[src/rtl/battle_pkg.sv]
// rtl/battle_pkg.sv - shared grid constants, cell type and rocket state for the battle display
package battle_pkg;

    localparam int CELL_SHIFT   = 5;
    localparam int GRID_ROWS    = 15;
    localparam int GRID_COLS    = 20;
    localparam int X_FRAME_SIZE = 543;
    localparam int Y_FRAME_SIZE = 479;
    localparam logic [1:0] KEY_LEFT = 2'd1;
    localparam int LEFT_CORR    = 5;

    typedef struct packed {
        logic [3:0] row;
        logic [4:0] col;
    } cell_t;

    typedef enum logic {
        SPENT = 1'b0,
        ARMED = 1'b1
    } rocket_state_t;

    // A left-heading rocket's leading edge sits a few pixels past the brick it hit.
    function automatic cell_t pixel_to_cell(input logic [10:0] px,
                                            input logic [10:0] py,
                                            input logic [1:0]  key);
        cell_t      c;
        logic [10:0] x;
        if (key == KEY_LEFT)
            x = (px < 11'(LEFT_CORR)) ? 11'd0 : px - 11'(LEFT_CORR);
        else
            x = px;
        c.col = 5'(x >> CELL_SHIFT);
        c.row = 4'(py >> CELL_SHIFT);
        return c;
    endfunction

endpackage

[src/rtl/hit_fifo.sv]
// rtl/hit_fifo.sv - small cell FIFO; push and pop in one cycle both take effect even when full
module hit_fifo
    import battle_pkg::*;
#(
    parameter int DEPTH = 4
) (
    input  logic  clk,
    input  logic  reset,
    input  logic  push,
    input  cell_t push_data,
    input  logic  pop,
    output cell_t head,
    output logic  full,
    output logic  empty
);

    localparam int AW = $clog2(DEPTH);

    cell_t         mem_q [DEPTH];
    cell_t         mem_d [DEPTH];
    logic [AW-1:0] wr_ptr_q, wr_ptr_d;
    logic [AW-1:0] rd_ptr_q, rd_ptr_d;
    logic [AW:0]   count_q, count_d;
    logic          do_push, do_pop;

    assign full  = (count_q == (AW+1)'(DEPTH));
    assign empty = (count_q == '0);
    assign head  = mem_q[rd_ptr_q];

    always_comb begin
        do_pop   = pop & ~empty;
        do_push  = push & (~full | do_pop);
        mem_d    = mem_q;
        wr_ptr_d = wr_ptr_q;
        rd_ptr_d = rd_ptr_q;
        count_d  = count_q;
        // When full, wr_ptr equals rd_ptr: the head is read out this cycle before being replaced.
        if (do_push) begin
            mem_d[wr_ptr_q] = push_data;
            wr_ptr_d        = wr_ptr_q + 1'b1;
        end
        if (do_pop)
            rd_ptr_d = rd_ptr_q + 1'b1;
        if (do_push && !do_pop)
            count_d = count_q + 1'b1;
        else if (!do_push && do_pop)
            count_d = count_q - 1'b1;
    end

    always_ff @(posedge clk or posedge reset) begin
        if (reset) begin
            for (int i = 0; i < DEPTH; i++)
                mem_q[i] <= '0;
            wr_ptr_q <= '0;
            rd_ptr_q <= '0;
            count_q  <= '0;
        end else begin
            mem_q    <= mem_d;
            wr_ptr_q <= wr_ptr_d;
            rd_ptr_q <= rd_ptr_d;
            count_q  <= count_d;
        end
    end

endmodule

[src/rtl/brick_hit_manager.sv]
// rtl/brick_hit_manager.sv - detects rocket/brick overlaps, one hit per rocket per frame, queues cell clears
module brick_hit_manager
    import battle_pkg::*;
(
    input  logic        clk,
    input  logic        reset,
    input  logic [10:0] pixelX,
    input  logic [10:0] pixelY,
    input  logic        start_of_frame,
    input  logic        brick_draw,
    input  logic        rocket1_draw,
    input  logic        rocket2_draw,
    input  logic [1:0]  lastkey1,
    input  logic [1:0]  lastkey2,
    output logic        clr_valid,
    input  logic        clr_ready,
    output logic [3:0]  clr_row,
    output logic [4:0]  clr_col,
    output logic        rocket1_hit,
    output logic        rocket2_hit,
    output logic        overflow
);

    logic          in_frame;
    logic          ovl1_q, ovl1_d, ovl2_q, ovl2_d;
    cell_t         cell1_q, cell1_d, cell2_q, cell2_d;
    rocket_state_t st1_q, st1_d, st2_q, st2_d;
    logic          hit1_q, hit1_d, hit2_q, hit2_d;
    logic          pend_valid_q, pend_valid_d;
    cell_t         pend_cell_q, pend_cell_d;
    logic          overflow_q, overflow_d;
    logic          ev1, ev2, ev2_new;
    logic          fifo_push, fifo_full, fifo_empty, fifo_pop, can_push;
    cell_t         fifo_data, fifo_head;

    assign in_frame = (pixelX < 11'(X_FRAME_SIZE)) & (pixelY < 11'(Y_FRAME_SIZE));

    assign clr_valid   = ~fifo_empty;
    assign clr_row     = fifo_head.row;
    assign clr_col     = fifo_head.col;
    assign rocket1_hit = hit1_q;
    assign rocket2_hit = hit2_q;
    assign overflow    = overflow_q;
    assign fifo_pop    = clr_valid & clr_ready;
    assign can_push    = ~fifo_full | fifo_pop;

    always_comb begin
        ovl1_d  = rocket1_draw & brick_draw & in_frame;
        ovl2_d  = rocket2_draw & brick_draw & in_frame;
        cell1_d = pixel_to_cell(pixelX, pixelY, lastkey1);
        cell2_d = pixel_to_cell(pixelX, pixelY, lastkey2);

        // A frame start arms the rocket in the same cycle it may consume an overlap.
        ev1 = ovl1_q & ((st1_q == ARMED) | start_of_frame);
        ev2 = ovl2_q & ((st2_q == ARMED) | start_of_frame);
        st1_d = ev1 ? SPENT : (start_of_frame ? ARMED : st1_q);
        st2_d = ev2 ? SPENT : (start_of_frame ? ARMED : st2_q);
        hit1_d = ev1;
        hit2_d = ev2;
        ev2_new = ev2 & ~(ev1 & (cell1_q == cell2_q));
    end

    always_comb begin
        fifo_push    = 1'b0;
        fifo_data    = cell1_q;
        pend_valid_d = pend_valid_q;
        pend_cell_d  = pend_cell_q;
        overflow_d   = overflow_q;
        if (pend_valid_q) begin
            // The pending entry holds the single push slot; new events may only refill it.
            if (can_push) begin
                fifo_push    = 1'b1;
                fifo_data    = pend_cell_q;
                pend_valid_d = 1'b0;
            end
            if (ev1) begin
                if (!pend_valid_d) begin
                    pend_valid_d = 1'b1;
                    pend_cell_d  = cell1_q;
                end else begin
                    overflow_d = 1'b1;
                end
            end
            if (ev2_new) begin
                if (!pend_valid_d) begin
                    pend_valid_d = 1'b1;
                    pend_cell_d  = cell2_q;
                end else begin
                    overflow_d = 1'b1;
                end
            end
        end else begin
            if (ev1) begin
                fifo_push = 1'b1;
                fifo_data = cell1_q;
                if (!can_push)
                    overflow_d = 1'b1;
            end
            if (ev2_new) begin
                if (!ev1) begin
                    fifo_push = 1'b1;
                    fifo_data = cell2_q;
                    if (!can_push)
                        overflow_d = 1'b1;
                end else begin
                    pend_valid_d = 1'b1;
                    pend_cell_d  = cell2_q;
                end
            end
        end
    end

    always_ff @(posedge clk or posedge reset) begin
        if (reset) begin
            ovl1_q       <= 1'b0;
            ovl2_q       <= 1'b0;
            cell1_q      <= '0;
            cell2_q      <= '0;
            st1_q        <= SPENT;
            st2_q        <= SPENT;
            hit1_q       <= 1'b0;
            hit2_q       <= 1'b0;
            pend_valid_q <= 1'b0;
            pend_cell_q  <= '0;
            overflow_q   <= 1'b0;
        end else begin
            ovl1_q       <= ovl1_d;
            ovl2_q       <= ovl2_d;
            cell1_q      <= cell1_d;
            cell2_q      <= cell2_d;
            st1_q        <= st1_d;
            st2_q        <= st2_d;
            hit1_q       <= hit1_d;
            hit2_q       <= hit2_d;
            pend_valid_q <= pend_valid_d;
            pend_cell_q  <= pend_cell_d;
            overflow_q   <= overflow_d;
        end
    end

    hit_fifo #(.DEPTH(4)) u_hit_fifo (
        .clk       (clk),
        .reset     (reset),
        .push      (fifo_push),
        .push_data (fifo_data),
        .pop       (fifo_pop),
        .head      (fifo_head),
        .full      (fifo_full),
        .empty     (fifo_empty)
    );

endmodule

[config.mk]
export PLATFORM = sky130hd
export DESIGN_NAME = brick_hit_manager
export DESIGN_NICKNAME = d
export VERILOG_FILES = /design/src/rtl/battle_pkg.sv /design/src/rtl/hit_fifo.sv /design/src/rtl/brick_hit_manager.sv
export SDC_FILE = /design/constraint.sdc
export NUM_CORES = 1
export LEC_CHECK = 0
export BUFFER_PORTS_ARGS = -buffer_cell sky130_fd_sc_hd__buf_2
export CORE_UTILIZATION = 40
export DETAILED_ROUTE_END_ITERATION = 7
export HOLD_SLACK_MARGIN = 0.08
export PLACE_DENSITY_LB_ADDON = 0.25
export SLEW_MARGIN = 30
export SYNTH_ARGS = -nofsm -noshare
export SYNTH_HDL_FRONTEND = slang
export SYNTH_HIERARCHICAL = 1
export SYNTH_SLANG_ARGS = --single-unit
[constraint.sdc]
create_clock -name clk -period 6 [get_ports clk]
set_input_delay 0.3 -clock clk [delete_from_list [all_inputs] [get_ports clk]]
set_output_delay 0.3 -clock clk [all_outputs]
set_load 0.05 [all_outputs]
-- Yosys cells after proc, flatten, opt, wreduce, memory -nomap -nowiden
Index checks and enable logic that the tools add are counted.
- shift-type cells: 0
- multipliers: 0
- reduce and logical (&&, ||, !) cells: 12
- div/mod/pow operators: 0
- muxes and demuxes: 47
- bitwise gates (word level): 21
- equal/unequal tests: 4
- $lt $le $gt $ge: 6
- $add $sub $neg: 5
- operator list (operator ; count):
    2-to-1 mux 9 bit ; 12
    bitwise mux 36 bit ; 1
    2-to-1 mux 10 bit ; 3
    2-to-1 mux 1 bit ; 25
    binary-select mux 9 bit (select 2 bit) ; 1
    demux 9 bit (select 2 bit) ; 1
    AND 1 bit ; 12
    < comparator 11 x 10 -> 1 bit (second input constant) ; 1
    < comparator 11 x 3 -> 1 bit (second input constant) ; 1
    < comparator 11 x 9 -> 1 bit (second input constant) ; 1
    2-to-1 mux 5 bit ; 2
    nonzero test 2 bit ; 5
    subtractor 10 x 3 -> 10 bit (second input constant) ; 1
    greater-or-equal comparator 3 bit (second input constant) ; 2
    2-to-1 mux 3 bit ; 2
    inverter 2 -> 3 bit ; 2
    equality test 5 bit ; 1
    adder 2 x 1 -> 2 bit (second input constant) ; 2
    equality test 2 x 1 -> 1 bit (second input constant) ; 2
    bitwise OR 1 bit ; 4
    adder 3 x 1 -> 3 bit (second input constant) ; 1
    equality test 3 bit (second input constant) ; 1
    logical AND 1 bit ; 3
    zero test 3 bit ; 1
    other kinds (5) ; 8
- memories kept: 0
- register bits after elaboration: 74
- RAM bits: 0
- memory bits (read-only): 0
- latch bits: 0
- input bits: 33
- output and inout port bits: 13
- word-level logic and storage cells: 119

-- Logic depth before layout (Yosys ltp)
- depth after elaboration: 12
- gate-level depth with buffers: 12

-- By module
Netlist, hierarchy kept.
- by module, submodules not included (module ; times used ; cells each ; area an instance (um^2) ; seq. area each (um^2)):
    hit_fifo ; 1 ; 123 ; 1965.6 ; 1076.0
    brick_hit_manager ; 1 ; 177 ; 1685.4 ; 775.7

-- Worst setup path after synthesis
Ideal clock, no wire load.
- path type: reg2reg
- from: register u_hit_fifo.count_q[1]
- to: register u_hit_fifo.count_q[1]
- period minus slack after synthesis: 2576 ps
- stages on the path, launching flop included: 10
- setup slack: 3424 ps
- arrival time: 2452 ps
- setup time: 125 ps
- path through: dfrtp_1 > nor3_1 > nand2b_2 > inv_2 > nor4b_4 > nor2b_1 > ha_1 > inv_1 > fa_1 > mux2_2
- elaborated cells between the ends (all ways): 20
- classes of those cells: add/sub: 2; eq/ne: 1; mux: 4; bitwise: 7; reduce/logical: 6
- RTL lines (element ; line ; RTL):
    start, declared ; hit_fifo.sv:23 ; logic [AW:0] count_q, count_d;
    start signal, assigned ; hit_fifo.sv:61 ; count_q <= count_d;
    zero test 3 bit * ; hit_fifo.sv:27 ; assign empty = (count_q == '0);
    net fifo_empty ; brick_hit_manager.sv:33 ; logic fifo_push, fifo_full, fifo_empty, fifo_pop, can_push;
    inverter 1 bit * ; brick_hit_manager.sv:38 ; assign clr_valid = ~fifo_empty;
    AND 1 bit * ; brick_hit_manager.sv:44 ; assign fifo_pop = clr_valid & clr_ready;
    net fifo_pop ; brick_hit_manager.sv:33 ;
    bitwise OR 1 bit ; brick_hit_manager.sv:45 ; assign can_push = ~fifo_full | fifo_pop;
    2-to-1 mux 1 bit ; brick_hit_manager.sv:71 ; if (can_push) begin
    2-to-1 mux 1 bit ; brick_hit_manager.sv:69 ; if (pend_valid_q) begin
    AND 1 bit * ; hit_fifo.sv:32 ; do_push = push & (~full | do_pop);
    net u_hit_fifo.do_push ; hit_fifo.sv:24 ; logic do_push, do_pop;
    logical AND 1 bit * ; hit_fifo.sv:44 ; if (do_push && !do_pop)
    2-to-1 mux 3 bit * ; hit_fifo.sv:44 ;
    net u_hit_fifo.count_d[1] ; hit_fifo.sv:23 ;
The timed path passes the listed nets; every way through them passes the cells marked *. The select of a mux whose other input is x is not followed.
A chain may end at the register's enable or synchronous reset.

-- Final worst setup path
- from: register st1_q
- to: register u_hit_fifo.count_q[1]
- elaborated cells between the ends (all ways): 15
- classes of those cells: mux: 5; bitwise: 6; reduce/logical: 4
- RTL lines (element ; line ; RTL):
    start, declared ; brick_hit_manager.sv:27 ; rocket_state_t st1_q, st1_d, st2_q, st2_d;
    start signal, assigned ; brick_hit_manager.sv:131 ; st1_q <= st1_d;
    bitwise OR 1 bit * ; brick_hit_manager.sv:54 ; ev1 = ovl1_q & ((st1_q == ARMED) | start_of_frame);
    AND 1 bit * ; brick_hit_manager.sv:54 ;
    net ev1 ; brick_hit_manager.sv:32 ; logic ev1, ev2, ev2_new;
    AND 1 bit ; brick_hit_manager.sv:60 ; ev2_new = ev2 & ~(ev1 & (cell1_q == cell2_q));
    inverter 1 bit ; brick_hit_manager.sv:60 ;
    AND 1 bit ; brick_hit_manager.sv:60 ;
    2-to-1 mux 1 bit * ; brick_hit_manager.sv:99 ; if (ev2_new) begin
    2-to-1 mux 1 bit * ; brick_hit_manager.sv:69 ;
    net fifo_push ; brick_hit_manager.sv:33 ;
    AND 1 bit * ; hit_fifo.sv:32 ;
    net u_hit_fifo.do_push ; hit_fifo.sv:24 ;
    logical AND 1 bit * ; hit_fifo.sv:44 ;
    2-to-1 mux 3 bit * ; hit_fifo.sv:44 ;
    net u_hit_fifo.count_d[1] ; hit_fifo.sv:23 ;
The timed path passes the listed nets; every way through them passes the cells marked *.

==> flow_summary.yaml <==
status:
  status: "finished clean"
setup_path:
  r2r-end: "u_hit_fifo/count_q[1]$_DFFE_PP0P_"
  r2r_start: "st1_q$_DFFE_PP0P_"
  crit_start: "st1_q$_DFFE_PP0P_"
  slowest_delay_ps: 700
  crit_path_start_kind: "flip-flop"
  cp.required_ps: 6230
  reg2reg_depth: 9
  path_class: "reg2reg"
  crit_chain: "o21ai_1 -> inv_4 -> nor3_1 -> a31oi_1 -> nor2b_1 -> ha_1 -> inv_1 -> fa_1 -> mux2_2"
  cp.arrival_ps: 3080
  rrSetupSlack_ps: 3140
  endpoint: "u_hit_fifo/count_q[1]$_DFFE_PP0P_"
  crit_path_max_fanout: 11
  cp-end-kind: "flip-flop"
  crit_slowest_cell: "o21ai_1"
min_path:
  hold_path_class: "in2reg"
final_layout:
  n_fill_cell: 813
  n_antenna_cell: 0
  area_delta_synth_final_pct: 15.28
  multi_input_area_um2: 1702
  seq_area_um2: 1852
  num-nets-final: 391
  drive_gt1_share_pct: 37.82
yosys:
  synth_area_leader_cell: "dfrtp_1"
  synth_nets: 339
  synth.most_common_cell: "dfrtp_1"
  ys_seq_elements: 74
  synth_warnings: 6
  synth.avg_cell_area_um2: 12.17
  syn_area_um2: 3651
  yosysTopAreaCellShare_pct: 50.72
  synth_common_cells: "74 x dfrtp_1, 40 x mux2_2, 38 x nor2_1, 14 x nand2_1, 12 x nor3_1"
  synth_cells: 300
  synth_area_leaders: "dfrtp_1 51%, mux2_2 12%, mux4_2 5.6%"
  yosysSeqAreaShare_pct: 50.72
  postSynth.asyncResetShare_pct: 100.0
  synthFlopType: "dfrtp_1"
  synth-edff-count: 0
  ys_types: 50
timing:
  setup_tns_ps: 0
  drv_slew: 0
  worst_pin_slew_ps: 876.2
  period_needed_ps: 2859
  fin_worst_skew_ps: 3.365
  fin_crit_sh_pct: 47.65
  max_freq_ghz: 0.3498
  slew_headroom_pct: 41.19
  rsz0062_at_grt: "false"
  finalSetupViolCount: 0
  hold_violations: 0
floorplanning:
  coreArea_um2: 8763
  dieArea_um2: 9513
  fp-row-count: 34
  die_h_um: 97.54
  initial_core_util_pct: 41.66
  die_w_um: 97.54
  pin_count: 46
grt:
  overflow: 0
  grt_pass1_wl_um: 12010
  grtUsageTotal_pct: 16.07
  grt_max_degree: 44
  antenna_found_initial: 0
  grt_pass1_vias: 2391
detailed_routing:
  via_count: 2396
  drt_iter0_drc: 103
  route.detailed.drc: 0
  routed_wl_um: 7103
  via_per_inst: 5.153
  wl_per_cell_um: 15.28
  drt-pass1-iter-count: 4
  antenna_left: 0
clock_tree:
  clockBufferDepth: 2
  cts_setup_buffers: 0
  hold_buffers: 5
  cts_resized: 0
  cts_buffers: 9
  cts_root_buf: "clkbuf_8"
  clock_latency_ps: 340
  clock_sinks: 74
  cts.clk_slew.worst_paths_ps: 70
  cts_htree_levels: 3
  cts_tree: "done"
power_and_ir_drop:
  seqPwrFrac_pct: 45.9
  p_leak_nw: 1.941
  p_int_w: 0.001014
  pwr-share-clk_pct: 22.9
  vdd_ir_drop_max_mv: 0.1428
  switching_power_w: 0.0005556
  p_sw_share_pct: 35.39
  p_comb_share_pct: 31.2
  powerDensity_nw_per_um2: 373.0
  power_w: 0.001570
placement:
  gp_congestion: 0.7842
  dp_hpwl_um: 4958
  io_buffers: 45
run:
  cap_violations: 0
==> how the worst min path moves through the flow <==
stage / slack, ps / startpoint / to / depth (start not counted)
2_1_floorplan: 330 / pixelY[5] / cell2_q[5]$_DFF_PP0_ / 0
3_3_place_gp: 410 / reset / cell2_q[7]$_DFF_PP0_ / 3
3_5_place_dp: 410 / reset / cell2_q[7]$_DFF_PP0_ / 3
4_1_cts: 150 / rocket2_draw / ovl2_q$_DFF_PP0_ / 2
5_1_grt: 150 / rocket2_draw / ovl2_q$_DFF_PP0_ / 2
6_report: 160 / rocket2_draw / ovl2_q$_DFF_PP0_ / 2
==> flip-flops by register name (all words and copies together) (netlist names), 2 cells and up <==
signal,count
cell1_q,5
cell2_q,9
u_hit_fifo/wr_ptr_q,2
u_hit_fifo/rd_ptr_q,2
u_hit_fifo/mem_q,36
pend_cell_q,9
u_hit_fifo/count_q,3
==> cell type report <==
| class | count | share of cell area [%] |
|---|---|---|
| repair buffers | 52 | 6.897 |
| well taps | 108 | 3.210 |
| clock buffers | 12 | 3.924 |
| inverters | 10 | 0.9512 |
| multi-input cells | 205 | 40.43 |
| clock inverters | 4 | 0.5945 |
| flip-flops and latches | 74 | 44.00 |
==> worst max-delay path: cells and delay by family (launching register included) <==
family / cells / cell delay (ps)
compound gates: 2 / 810
fa+ha+maj: 2 / 660
simple gates: 2 / 460
flops: 1 / 380
mux: 1 / 260
buf+inv: 2 / 180
==> placed cells by master (no fill, tap or decap), types with 9 or more instances in the layout <==
cell type | netlist | layout
nand2_1 | 14 | 14
nor3_1 | 12 | 12
mux4_2 | 9 | 9
nor2_1 | 38 | 38
clkbuf_8 | 0 | 12
buf_2 | 4 | 45
mux2_1 | 10 | 10
o22ai_1 | 10 | 10
mux2_2 | 40 | 40
dfrtp_1 | 74 | 74
==> per-stage QoR <==
stage	std cells	hold slack (ps)	instance area, um2	utilization [%]	worst slack [ps]
after floorplan	300	331.4	3651	-	3424
after global placement	444	405.1	3969	45.29	3182
after detailed placement	444	414.6	3969	45.29	3068
after CTS	465	147.4	4209	48.03	3111
after global routing	465	145.3	4209	48.03	2893
final	465	163.7	4209	48.03	3141
==> power by group through the flow <==
stage | combinational, W | clock (W) | sequential [W]
after CTS | 0.000495 | 0.000374 | 0.000724
after detailed placement | 0.000491 | 0 | 0.000732
after floorplan | 0.000425 | 0 | 0.000684
after global routing | 0.000527 | 0.000393 | 0.000741
final | 0.000490 | 0.000359 | 0.000721
after global placement | 0.000483 | 0 | 0.000726
==> cells by family after synthesis <==
logic type,synth area share [%]
buf+inv,2.674
simple gates,13.54
fa+ha+maj,2.262
mux,22.62
flops,50.72
xor+xnor,2.639
compound gates,5.552
==> per-layer routing <==
| layer | track usage, % | up-vias | routed length [um] |
|---|---|---|---|
| met5 | 0 | - | 0 |
| met4 | 6.787 | 0 | 108 |
| met3 | 3.022 | 10 | 257 |
| met2 | 25.77 | 56 | 3482 |
| met1 | 21.35 | 1170 | 3255 |
| li1 | - | 1160 | - |
No activity file was read; power rests on OpenSTA's default activity.
